==> src/rtl/mole_sched_pkg.sv <==
// Shared types and constants for the whack-a-mole scheduler.
//   state_e     : round FSM states
//   RAND_W      : width of the random value from the generator
//   SCORE_W     : width of the hit counter
//   MISS_W      : width of the timeout counter
//   RAND_MIN/MAX: legal range of the random value
//   max3()      : elaboration-time helper used to size the shared counter
package mole_pkg;

  typedef enum logic [2:0] {
    StIdle,
    StGap,
    StUp,
    StHit,
    StDone
  } state_e;

  localparam int unsigned RAND_W  = 5;
  localparam int unsigned SCORE_W = 8;
  localparam int unsigned MISS_W  = 4;

  localparam logic [RAND_W-1:0] RAND_MIN = 5'd1;
  localparam logic [RAND_W-1:0] RAND_MAX = 5'd30;

  function automatic int unsigned max3(input int unsigned a, input int unsigned b,
                                       input int unsigned c);
    int unsigned m;
    m = a;
    if (b > m) m = b;
    if (c > m) m = c;
    return m;
  endfunction

endpackage

==> src/rtl/mole_sched_if.sv <==
// Player/round interface of the mole scheduler.
//   start_i     : begin a game (honoured in idle/done only)
//   rand_i      : random value from the generator, 1..30 nominal
//   btn_i       : one-cycle debounced hit pulses, one per hole
//   mole_o      : one-hot lit hole
//   score_o     : hit count, saturating
//   misses_o    : timeout count
//   busy_o      : a round is in progress
//   game_over_o : game has ended
// master = driver side (generator, buttons, display), slave = scheduler.
interface mole_sched_if #(
  parameter int unsigned N_HOLES = 8
);

  logic                        start_i;
  logic [mole_pkg::RAND_W-1:0] rand_i;
  logic [N_HOLES-1:0]          btn_i;
  logic [N_HOLES-1:0]          mole_o;
  logic [mole_pkg::SCORE_W-1:0] score_o;
  logic [mole_pkg::MISS_W-1:0] misses_o;
  logic                        busy_o;
  logic                        game_over_o;

  modport master (
    output start_i,
    output rand_i,
    output btn_i,
    input  mole_o,
    input  score_o,
    input  misses_o,
    input  busy_o,
    input  game_over_o
  );

  modport slave (
    input  start_i,
    input  rand_i,
    input  btn_i,
    output mole_o,
    output score_o,
    output misses_o,
    output busy_o,
    output game_over_o
  );

endinterface

==> src/rtl/mole_sched_hole_pick.sv <==
// Combinational hole selector.
//   rand_i      : raw random value; 0 and 31 are clamped to 1
//   prev_hole_i : hole used by the previous mole
//   hole_o      : chosen hole index, never equal to prev_hole_i
module hole_pick
  import mole_pkg::*;
#(
  parameter int unsigned N_HOLES = 8
) (
  input  logic [RAND_W-1:0]          rand_i,
  input  logic [$clog2(N_HOLES)-1:0] prev_hole_i,
  output logic [$clog2(N_HOLES)-1:0] hole_o
);

  localparam int unsigned HoleW = $clog2(N_HOLES);

  logic [RAND_W-1:0] rand_c;
  logic [RAND_W-1:0] rand_m1;
  logic [HoleW-1:0]  cand;

  always_comb begin
    rand_c = rand_i;
    if (rand_i < RAND_MIN || rand_i > RAND_MAX) begin
      rand_c = RAND_MIN;
    end
    rand_m1 = rand_c - RAND_MIN;
    // N_HOLES is a power of two, so mod is just the low bits.
    cand    = rand_m1[HoleW-1:0];
    hole_o  = cand;
    if (cand == prev_hole_i) begin
      hole_o = cand + 1'b1;
    end
  end

endmodule

==> src/rtl/mole_sched.sv <==
// Whack-a-mole round scheduler.
//   clk : system clock
//   rst : synchronous active-high reset
//   bus : mole_sched_if slave (start, rand, btn in; mole, score, misses, busy, game_over out)
// One down-counter is shared by the gap, up and hit phases. The lit hole is
// held one-hot in mole_q, so a hit is simply any btn bit overlapping it.
module mole_sched
  import mole_pkg::*;
#(
  parameter int unsigned N_HOLES    = 8,
  parameter int unsigned GAP_CYCLES = 50_000_000,
  parameter int unsigned UP_CYCLES  = 75_000_000,
  parameter int unsigned HIT_CYCLES = 25_000_000,
  parameter int unsigned MAX_MISSES = 5
) (
  input  logic          clk,
  input  logic          rst,
  mole_sched_if.slave   bus
);

  localparam int unsigned HoleW = $clog2(N_HOLES);
  localparam int unsigned CntW  = $clog2(max3(GAP_CYCLES, UP_CYCLES, HIT_CYCLES) + 1);

  localparam logic [CntW-1:0]   GapLoad = CntW'(GAP_CYCLES - 1);
  localparam logic [CntW-1:0]   UpLoad  = CntW'(UP_CYCLES - 1);
  localparam logic [CntW-1:0]   HitLoad = CntW'(HIT_CYCLES - 1);
  localparam logic [MISS_W-1:0] MaxMiss = MISS_W'(MAX_MISSES);

  state_e               state_q, state_d;
  logic [CntW-1:0]      cnt_q, cnt_d;
  logic [HoleW-1:0]     prev_q, prev_d;
  logic [N_HOLES-1:0]   mole_q, mole_d;
  logic [SCORE_W-1:0]   score_q, score_d;
  logic [MISS_W-1:0]    misses_q, misses_d;

  logic [HoleW-1:0]     pick;
  logic [MISS_W-1:0]    misses_inc;
  logic                 hit;

  hole_pick #(
    .N_HOLES (N_HOLES)
  ) u_hole_pick (
    .rand_i      (bus.rand_i),
    .prev_hole_i (prev_q),
    .hole_o      (pick)
  );

  always_comb begin
    state_d    = state_q;
    cnt_d      = cnt_q;
    prev_d     = prev_q;
    mole_d     = mole_q;
    score_d    = score_q;
    misses_d   = misses_q;
    hit        = |(bus.btn_i & mole_q);
    misses_inc = misses_q + 1'b1;

    case (state_q)
      StIdle, StDone: begin
        if (bus.start_i) begin
          state_d  = StGap;
          cnt_d    = GapLoad;
          score_d  = '0;
          misses_d = '0;
        end
      end

      StGap: begin
        if (cnt_q == '0) begin
          // rand is only looked at here, in the final gap cycle.
          prev_d  = pick;
          mole_d  = N_HOLES'(1) << pick;
          cnt_d   = UpLoad;
          state_d = StUp;
        end else begin
          cnt_d = cnt_q - 1'b1;
        end
      end

      StUp: begin
        // Hit is checked first so it wins over a same-cycle timeout.
        if (hit) begin
          if (score_q != '1) score_d = score_q + 1'b1;
          mole_d  = '0;
          cnt_d   = HitLoad;
          state_d = StHit;
        end else if (cnt_q == '0) begin
          misses_d = misses_inc;
          mole_d   = '0;
          if (misses_inc == MaxMiss) begin
            state_d = StDone;
          end else begin
            cnt_d   = GapLoad;
            state_d = StGap;
          end
        end else begin
          cnt_d = cnt_q - 1'b1;
        end
      end

      StHit: begin
        if (cnt_q == '0) begin
          cnt_d   = GapLoad;
          state_d = StGap;
        end else begin
          cnt_d = cnt_q - 1'b1;
        end
      end

      default: begin
        state_d = StIdle;
      end
    endcase
  end

  always_ff @(posedge clk) begin
    if (rst) begin
      state_q  <= StIdle;
      cnt_q    <= '0;
      prev_q   <= '0;
      mole_q   <= '0;
      score_q  <= '0;
      misses_q <= '0;
    end else begin
      state_q  <= state_d;
      cnt_q    <= cnt_d;
      prev_q   <= prev_d;
      mole_q   <= mole_d;
      score_q  <= score_d;
      misses_q <= misses_d;
    end
  end

  assign bus.mole_o      = mole_q;
  assign bus.score_o     = score_q;
  assign bus.misses_o    = misses_q;
  assign bus.busy_o      = (state_q == StGap) || (state_q == StUp) || (state_q == StHit);
  assign bus.game_over_o = (state_q == StDone);

endmodule
==> src/flat_wrapper.sv <==
// flat-port wrapper written by rule: the top's interface ports become plain ports
module mole_sched_flat import mole_pkg::*;
#(
  parameter int unsigned N_HOLES    = 8,
  parameter int unsigned GAP_CYCLES = 50_000_000,
  parameter int unsigned UP_CYCLES  = 75_000_000,
  parameter int unsigned HIT_CYCLES = 25_000_000,
  parameter int unsigned MAX_MISSES = 5
)
  (clk, rst, bus_start_i, bus_rand_i, bus_btn_i, bus_mole_o, bus_score_o, bus_misses_o, bus_busy_o, bus_game_over_o);
  mole_sched_if #(.N_HOLES(N_HOLES)) bus_i ();
  input  logic clk;
  input  logic rst;
  input wire logic [$bits(bus_i.start_i)-1:0] bus_start_i;
  input wire logic [$bits(bus_i.rand_i)-1:0] bus_rand_i;
  input wire logic [$bits(bus_i.btn_i)-1:0] bus_btn_i;
  output wire logic [$bits(bus_i.mole_o)-1:0] bus_mole_o;
  output wire logic [$bits(bus_i.score_o)-1:0] bus_score_o;
  output wire logic [$bits(bus_i.misses_o)-1:0] bus_misses_o;
  output wire logic [$bits(bus_i.busy_o)-1:0] bus_busy_o;
  output wire logic [$bits(bus_i.game_over_o)-1:0] bus_game_over_o;
  assign bus_i.start_i = bus_start_i;
  assign bus_i.rand_i = bus_rand_i;
  assign bus_i.btn_i = bus_btn_i;
  assign bus_mole_o = bus_i.mole_o;
  assign bus_score_o = bus_i.score_o;
  assign bus_misses_o = bus_i.misses_o;
  assign bus_busy_o = bus_i.busy_o;
  assign bus_game_over_o = bus_i.game_over_o;
  mole_sched #(.N_HOLES(N_HOLES), .GAP_CYCLES(GAP_CYCLES), .UP_CYCLES(UP_CYCLES), .HIT_CYCLES(HIT_CYCLES), .MAX_MISSES(MAX_MISSES)) u_core (.clk(clk), .rst(rst), .bus(bus_i));
endmodule
==> config.mk <==
export PLATFORM = sky130hd
export DESIGN_NAME = mole_sched_flat
export DESIGN_NICKNAME = d
export VERILOG_FILES = /design/src/rtl/mole_sched_pkg.sv /design/src/rtl/mole_sched_if.sv /design/src/rtl/mole_sched_hole_pick.sv /design/src/rtl/mole_sched.sv /design/src/flat_wrapper.sv
export SDC_FILE = /design/constraint.sdc
export NUM_CORES = 1
export LEC_CHECK = 0
export BUFFER_PORTS_ARGS = -buffer_cell sky130_fd_sc_hd__clkbuf_2
export CAP_MARGIN = 15
export CORE_MARGIN = 4
export CORE_UTILIZATION = 55
export DETAILED_ROUTE_END_ITERATION = 8
export PLACE_DENSITY_LB_ADDON = 0.12
export SLEW_MARGIN = 30
export SYNTH_ARGS = -nofsm -noshare
export SYNTH_HDL_FRONTEND = slang
export SYNTH_SLANG_ARGS = --single-unit
==> constraint.sdc <==
create_clock -name clk -period 4.25 [get_ports clk]
set_clock_uncertainty 0.2 [all_clocks]
set_input_delay 0.425 -clock clk [delete_from_list [all_inputs] [get_ports clk]]
set_output_delay 0.425 -clock clk [all_outputs]
set_load 0.03 [all_outputs]
## Word-level counts from Yosys, hierarchy flattened

Index checks and enable logic that the tools add are counted.

| storage, ports and cells | value |
|---|---|
| flip-flop bits (word level) | 53 |
| output and inout port bits | 22 |
| word-level logic and storage cells | 75 |

| operators by class | value |
|---|---|
| $add $sub $neg | 5 |
| magnitude comparators | 2 |
| eq/ne operators | 16 |
| shifts and indexed selects | 1 |
| multiplexer cells | 28 |
| bitwise gates (word level) | 1 |
| reduce and logical (&&, ||, !) cells | 16 |

Operator list:

| operator | count |
|---|---|
| $mux 27 | 6 |
| $pmux 27 s4 | 1 |
| $mux 8 | 6 |
| $pmux 8 s2 | 2 |
| $logic_not 27->1 | 1 |
| $sub 27x1->27 const B | 1 |
| $mux 3 | 8 |
| $mux 4 | 3 |
| $pmux 3 s4 | 1 |
| $reduce_and 4->1 | 3 |
| $ne 2x1->1 const B | 5 |
| $add 8x1->8 const B | 1 |
| $and 8x8->8 | 1 |
| $ne 8x8->1 const B | 1 |
| $pmux 4 s2 | 1 |
| $reduce_or 8->1 | 1 |
| $shl 1x3->8 const A | 1 |
| $eq 3x2->1 const B | 2 |
| $reduce_and 3->1 | 2 |
| $gt 5x5->1 const B | 1 |
| $lt 5x1->1 const B | 1 |
| $add 4x1->4 const B | 1 |
| $eq 4x3->1 const B | 1 |
| $ne 2x2->1 const B | 2 |
| other kinds (13) | 16 |

## Longest topological paths before layout

| logic depth | value |
|---|---|
| depth after elaboration | 9 |
| gate-level depth with buffers | 10 |

## Modules after synthesis

A second synthesis with hierarchy kept.

| unflattened totals | value |
|---|---|
| cells, all modules | 406 |
| area total of the unflattened synthesis | 3268.1 sq um |

By module, submodules not included:

| module | times used | cells each | area an instance (sq um) | sequential area each (sq um) |
|---|---|---|---|---|
| mole_sched | 1 | 381 | 3075.4 | 1061.0 |
| hole_pick | 1 | 25 | 192.7 | 0.0 |

## Least setup slack after synthesis

No wires, ideal clock.

| timing path | value |
|---|---|
| path type | input to register |
| from | input bus_rand_i[4] |
| to | register u_core.mole_q[3] (netlist: u_core.bus.mole_o[3]) |
| setup time | 60 ps |
| arrival time | 2838 ps |
| setup slack | 1153 ps |
| stages | 9 |
| cells stage by stage | nor4_1 > nor2_1 > ha_1 > xnor2_1 > a211oi_1 > or4_1 > a31oi_1 > nor3b_2 > a22o_1 |

| on the way | value |
|---|---|
| longest elaborated chain between the ends | 9 |

RTL lines:

| what | line | RTL |
|---|---|---|
| from (decl) | flat_wrapper.sv:15 | `input wire logic [$bits(bus_i.rand_i)-1:0] bus_rand_i;` |
| $lt 5x1->1 or $gt 5x5->1 (tied branches) | mole_sched_hole_pick.sv:23 | `if (rand_i < RAND_MIN \|\| rand_i > RAND_MAX) begin` |
| $logic_or 1x1->1 (*) | mole_sched_hole_pick.sv:23 |  |
| $mux 3 (*) | mole_sched_hole_pick.sv:23 |  |
| $sub 3x1->3 (*) | mole_sched_hole_pick.sv:26 | `rand_m1 = rand_c - RAND_MIN;` |
| $add 3x1->3 or $eq 3x3->1 (tied branches) | mole_sched_hole_pick.sv:31, mole_sched_hole_pick.sv:30 |  |
| $mux 3 (*) | mole_sched_hole_pick.sv:30 | `if (cand == prev_hole_i) begin` |
| $shl 1x3->8 (*) | mole_sched.sv:72 | `mole_d = N_HOLES'(1) << pick;` |
| $mux 8 (*) | mole_sched.sv:69 | `if (cnt_q == '0) begin` |
| $pmux 8 s2 (*) | mole_sched.sv:58 | `case (state_q)` |
| to (signal assigned) | mole_sched.sv:128 | `mole_q <= mole_d;` |
| to (decl) | mole_sched.sv:32 | `logic [N_HOLES-1:0] mole_q, mole_d;` |

Every way passes the cells marked *; elsewhere a longest branch is shown, timed or not. The select of a mux whose other input is x is not followed.
A chain may end at the register's enable or synchronous reset.

## Worst setup path after layout

| timing path | value |
|---|---|
| from | register u_core.cnt_q[12] |
| to | register u_core.cnt_q[18] |

| on the way | value |
|---|---|
| longest elaborated chain between the ends | 4 |

RTL lines:

| what | line | RTL |
|---|---|---|
| from (decl) | mole_sched.sv:30 | `logic [CntW-1:0] cnt_q, cnt_d;` |
| from (signal assigned) | mole_sched.sv:126 | `cnt_q <= cnt_d;` |
| $sub 27x1->27 or $logic_not 27->1 (tied branches) | -- |  |
| $mux 27 | mole_sched.sv:87 | `end else if (cnt_q == '0) begin` |
| $mux 27 | mole_sched.sv:82 | `if (hit) begin` |
| $pmux 27 s4 | mole_sched.sv:58 |  |

Parallel ways exist; a longest one is shown, timed or not.

==> impl_metrics.toml <==
[critical_path]
crit_arrival_ps = 3500
slowest_stage = "or4_1"
path_cells = "or4_1, or4_1, nor3_4, a22o_1, o21ai_0, a21oi_1"
path_class = "flop to flop"
crit_top_cell = "or4_1"
critPathCaptureType = "flop"
critPathBufInv = 0
critPathLaunchType = "flop"
critPathRequiredTime_ps = 4270
max_stage_delay_ps = 670
crit_fanout = 14
crit_family = "simple AND/OR/NAND/NOR gates"

[detailed_routing]
first_iter_violations = 198
routedWlPerCell_um = 15.7
final_antenna_net_count = 0
drc_errors = 0
via_count = 3009
wirelength_mm = 7.43
via_per_inst = 6.35
dr.pass1.iters = 4

[synthesis]
netlist_area_um2 = 3060
synth_edf_count = 0
ys_dominant_reg_cell = "dfxtp_1"
syn-num-nets = 399
syn_inst = 377
synth_top_cell_by_area = "dfxtp_1"
synth.distinct_cells = 56
synth.avg_cell_area_um2 = 8.12
synth-simple-area-share_pct = 27.3
ys_ff_latch = 53
synthArstFlopShare_pct = 0
synth_compound_area_share_pct = 26.9
ys_warn_count = 0
synth_top_area_share_pct = 34.7
post-synth-top-count-cell = "dfxtp_1"
yosys.area_share.xor_xnor_pct = 2.57
synthTopCellsByArea = "dfxtp_1 35%, nor2_1 4.9%, a21oi_1 3.9%"
synth_mux_area_share_pct = 1.06
yosysSeqAreaShare_pct = 34.7
synth_commonest_cells = "53 x dfxtp_1, 40 x nor2_1, 24 x a21oi_1"
synthAdderAreaFrac_pct = 2.45
synth_top_family_by_area = "simple AND/OR/NAND/NOR gates"

[placed_design]
dpl.hpwl_mm = 5.33
place_inst = 466
placed_cell_area_um2 = 3240
dp_slack_ps = 677
portBuffers = 37
place_congestion = 0.865

[sta]
hold_viol = 0
finalSetupViolCount = 0
period_share_pct = 81.9
slew_headroom_pct = 43.1
drv_slew = 0
worst_pin_slew_ps = 853
fin_ws_ps = 771
max_freq_mhz = 287
fin_setup_tns_ps = 0
rsz0062_at_grt = "false"
fin_crit_ps = 3480

[floorplan]
core_um2 = 5240
die_w_um = 82.6
io_pins = 38
dieArea_um2 = 6820
start_util_pct = 58.5
die_h_um = 82.6
rows = 26

[final_layout]
fin_area_um2 = 3350
n_antenna_cell = 0
fin_cells = 474
fin_nets = 425
drive_gt1_share_pct = 14.4
synthToLayoutAreaGrowth_pct = 9.56

[power]
swShare_pct = 30.6
p_int_w = 0.000809
power_w = 0.00117
leakage_nw = 1.26
pwr-share-comb_pct = 21.8
pwr-share-seq_pct = 47.9
switchingPower_w = 0.000357
clockPowerShare_pct = 30.3
powerDensity_nw_per_um2 = 348
ir_drop_mv = 0.209

[worst_hold_path]
hp-class = "flop to flop"

[cts]
insertion_delay_ps = 310
cts_resized = 0
cts_setup_buffers = 0
cts_tree = "yes"
cts.clk_slew.worst_paths_ps = 90
cts_buffers = 5
cts_buffer_depth = 2
cts_hold_buf = 0
cts_sinks = 53
h-tree-depth = 2
cts_root_buffer = "clkbuf_8"

[global_route]
antenna_found_initial = 0
grt_pass1_wl_mm = 12.1
grt_pass1_vias = 2708
grt-ovfl-total = 0
met2_usage_pct = 38.8
busiest_layer = "met2"
gr-usage-met3_pct = 3.04
use_met1_pct = 28.6
grt_usage_pct = 22.4
grt_max_degree = 40

[run]
cap_violations = 0

[outcome]
status = "completed"
==> metal layers <==
layer	vias to the layer above	share of wire, %
li1	1483	-
met1	1439	47
met4	0	1.4
met3	11	4.8
met5	-	0
met2	76	47
==> worst paths after layout <==
check                           cells after the start  slack (ps)                           from                             to
worst max register to register                      6         770  u_core.cnt_q[12]$_SDFFE_PP0P_  u_core.cnt_q[18]$_SDFFE_PP0P_
worst min-delay path                                1         280  u_core.cnt_q[15]$_SDFFE_PP0P_  u_core.cnt_q[15]$_SDFFE_PP0P_
worst min register to register                      1         280  u_core.cnt_q[15]$_SDFFE_PP0P_  u_core.cnt_q[15]$_SDFFE_PP0P_
worst max-delay path                                6         770  u_core.cnt_q[12]$_SDFFE_PP0P_  u_core.cnt_q[18]$_SDFFE_PP0P_
==> state kept, by name, indices dropped and copies added (netlist names) <==
| name | flops |
|---|---|
| u_core.bus.score_o | 8 |
| u_core.cnt_q | 27 |
| u_core.bus.mole_o | 8 |
| u_core.state_q | 3 |
| u_core.prev_q | 3 |
| u_core.bus.misses_o | 4 |
==> cells in the final DEF (no fill, tap or decap), types with 7 or more instances in the layout <==
master    instances
o21ai_0          18
a22oi_1           7
nand4_1           7
nor2_1           40
nand2_1          21
nor3_1           17
clkbuf_2         37
a21oi_1          24
or3_1            10
a22o_1           10
a211oi_1         11
inv_1            13
a31oi_1          13
dfxtp_1          53
nand3_1          12
o21a_1           10
==> cell type report <==
| class | instances | area, µm² |
|---|---|---|
| multi-input combinational | 292 | 1850 |
| tap | 70 | 87.6 |
| clock inverter | 1 | 30.0 |
| sequential | 53 | 1060 |
| timing repair buffer | 38 | 193 |
| inverter | 13 | 48.8 |
| clock buffer | 7 | 86.3 |
| fill | 470 | 1880 |
==> logic make-up (layout without fill, tap and decap cells) <==
logic type      Yosys count  after routing
compound gates          121            121
xor+xnor                  9              9
mux                       3              3
buf+inv                  32             59
flops                    53             53
simple gates            153            153
fa+ha+maj                 6              6
==> metrics by stage <==
step                      hold WS, ps  util, %
final                             277     64.0
after CTS                         275     64.0
after floorplan                   229        -
after global placement            244     61.8
after global routing              290     64.0
after detailed placement          259     61.8
==> power groups by stage <==
stage / sequential (W) / combinational, W / clock (W)
floorplan: 0.000559 / 0.000206 / 0
global placement: 0.000568 / 0.000243 / 0
detailed placement: 0.000569 / 0.000251 / 0
CTS: 0.000557 / 0.000253 / 0.000359
global route: 0.000562 / 0.000284 / 0.000377
finish: 0.000558 / 0.000255 / 0.000353
Power figures use the tool's default switching activity.
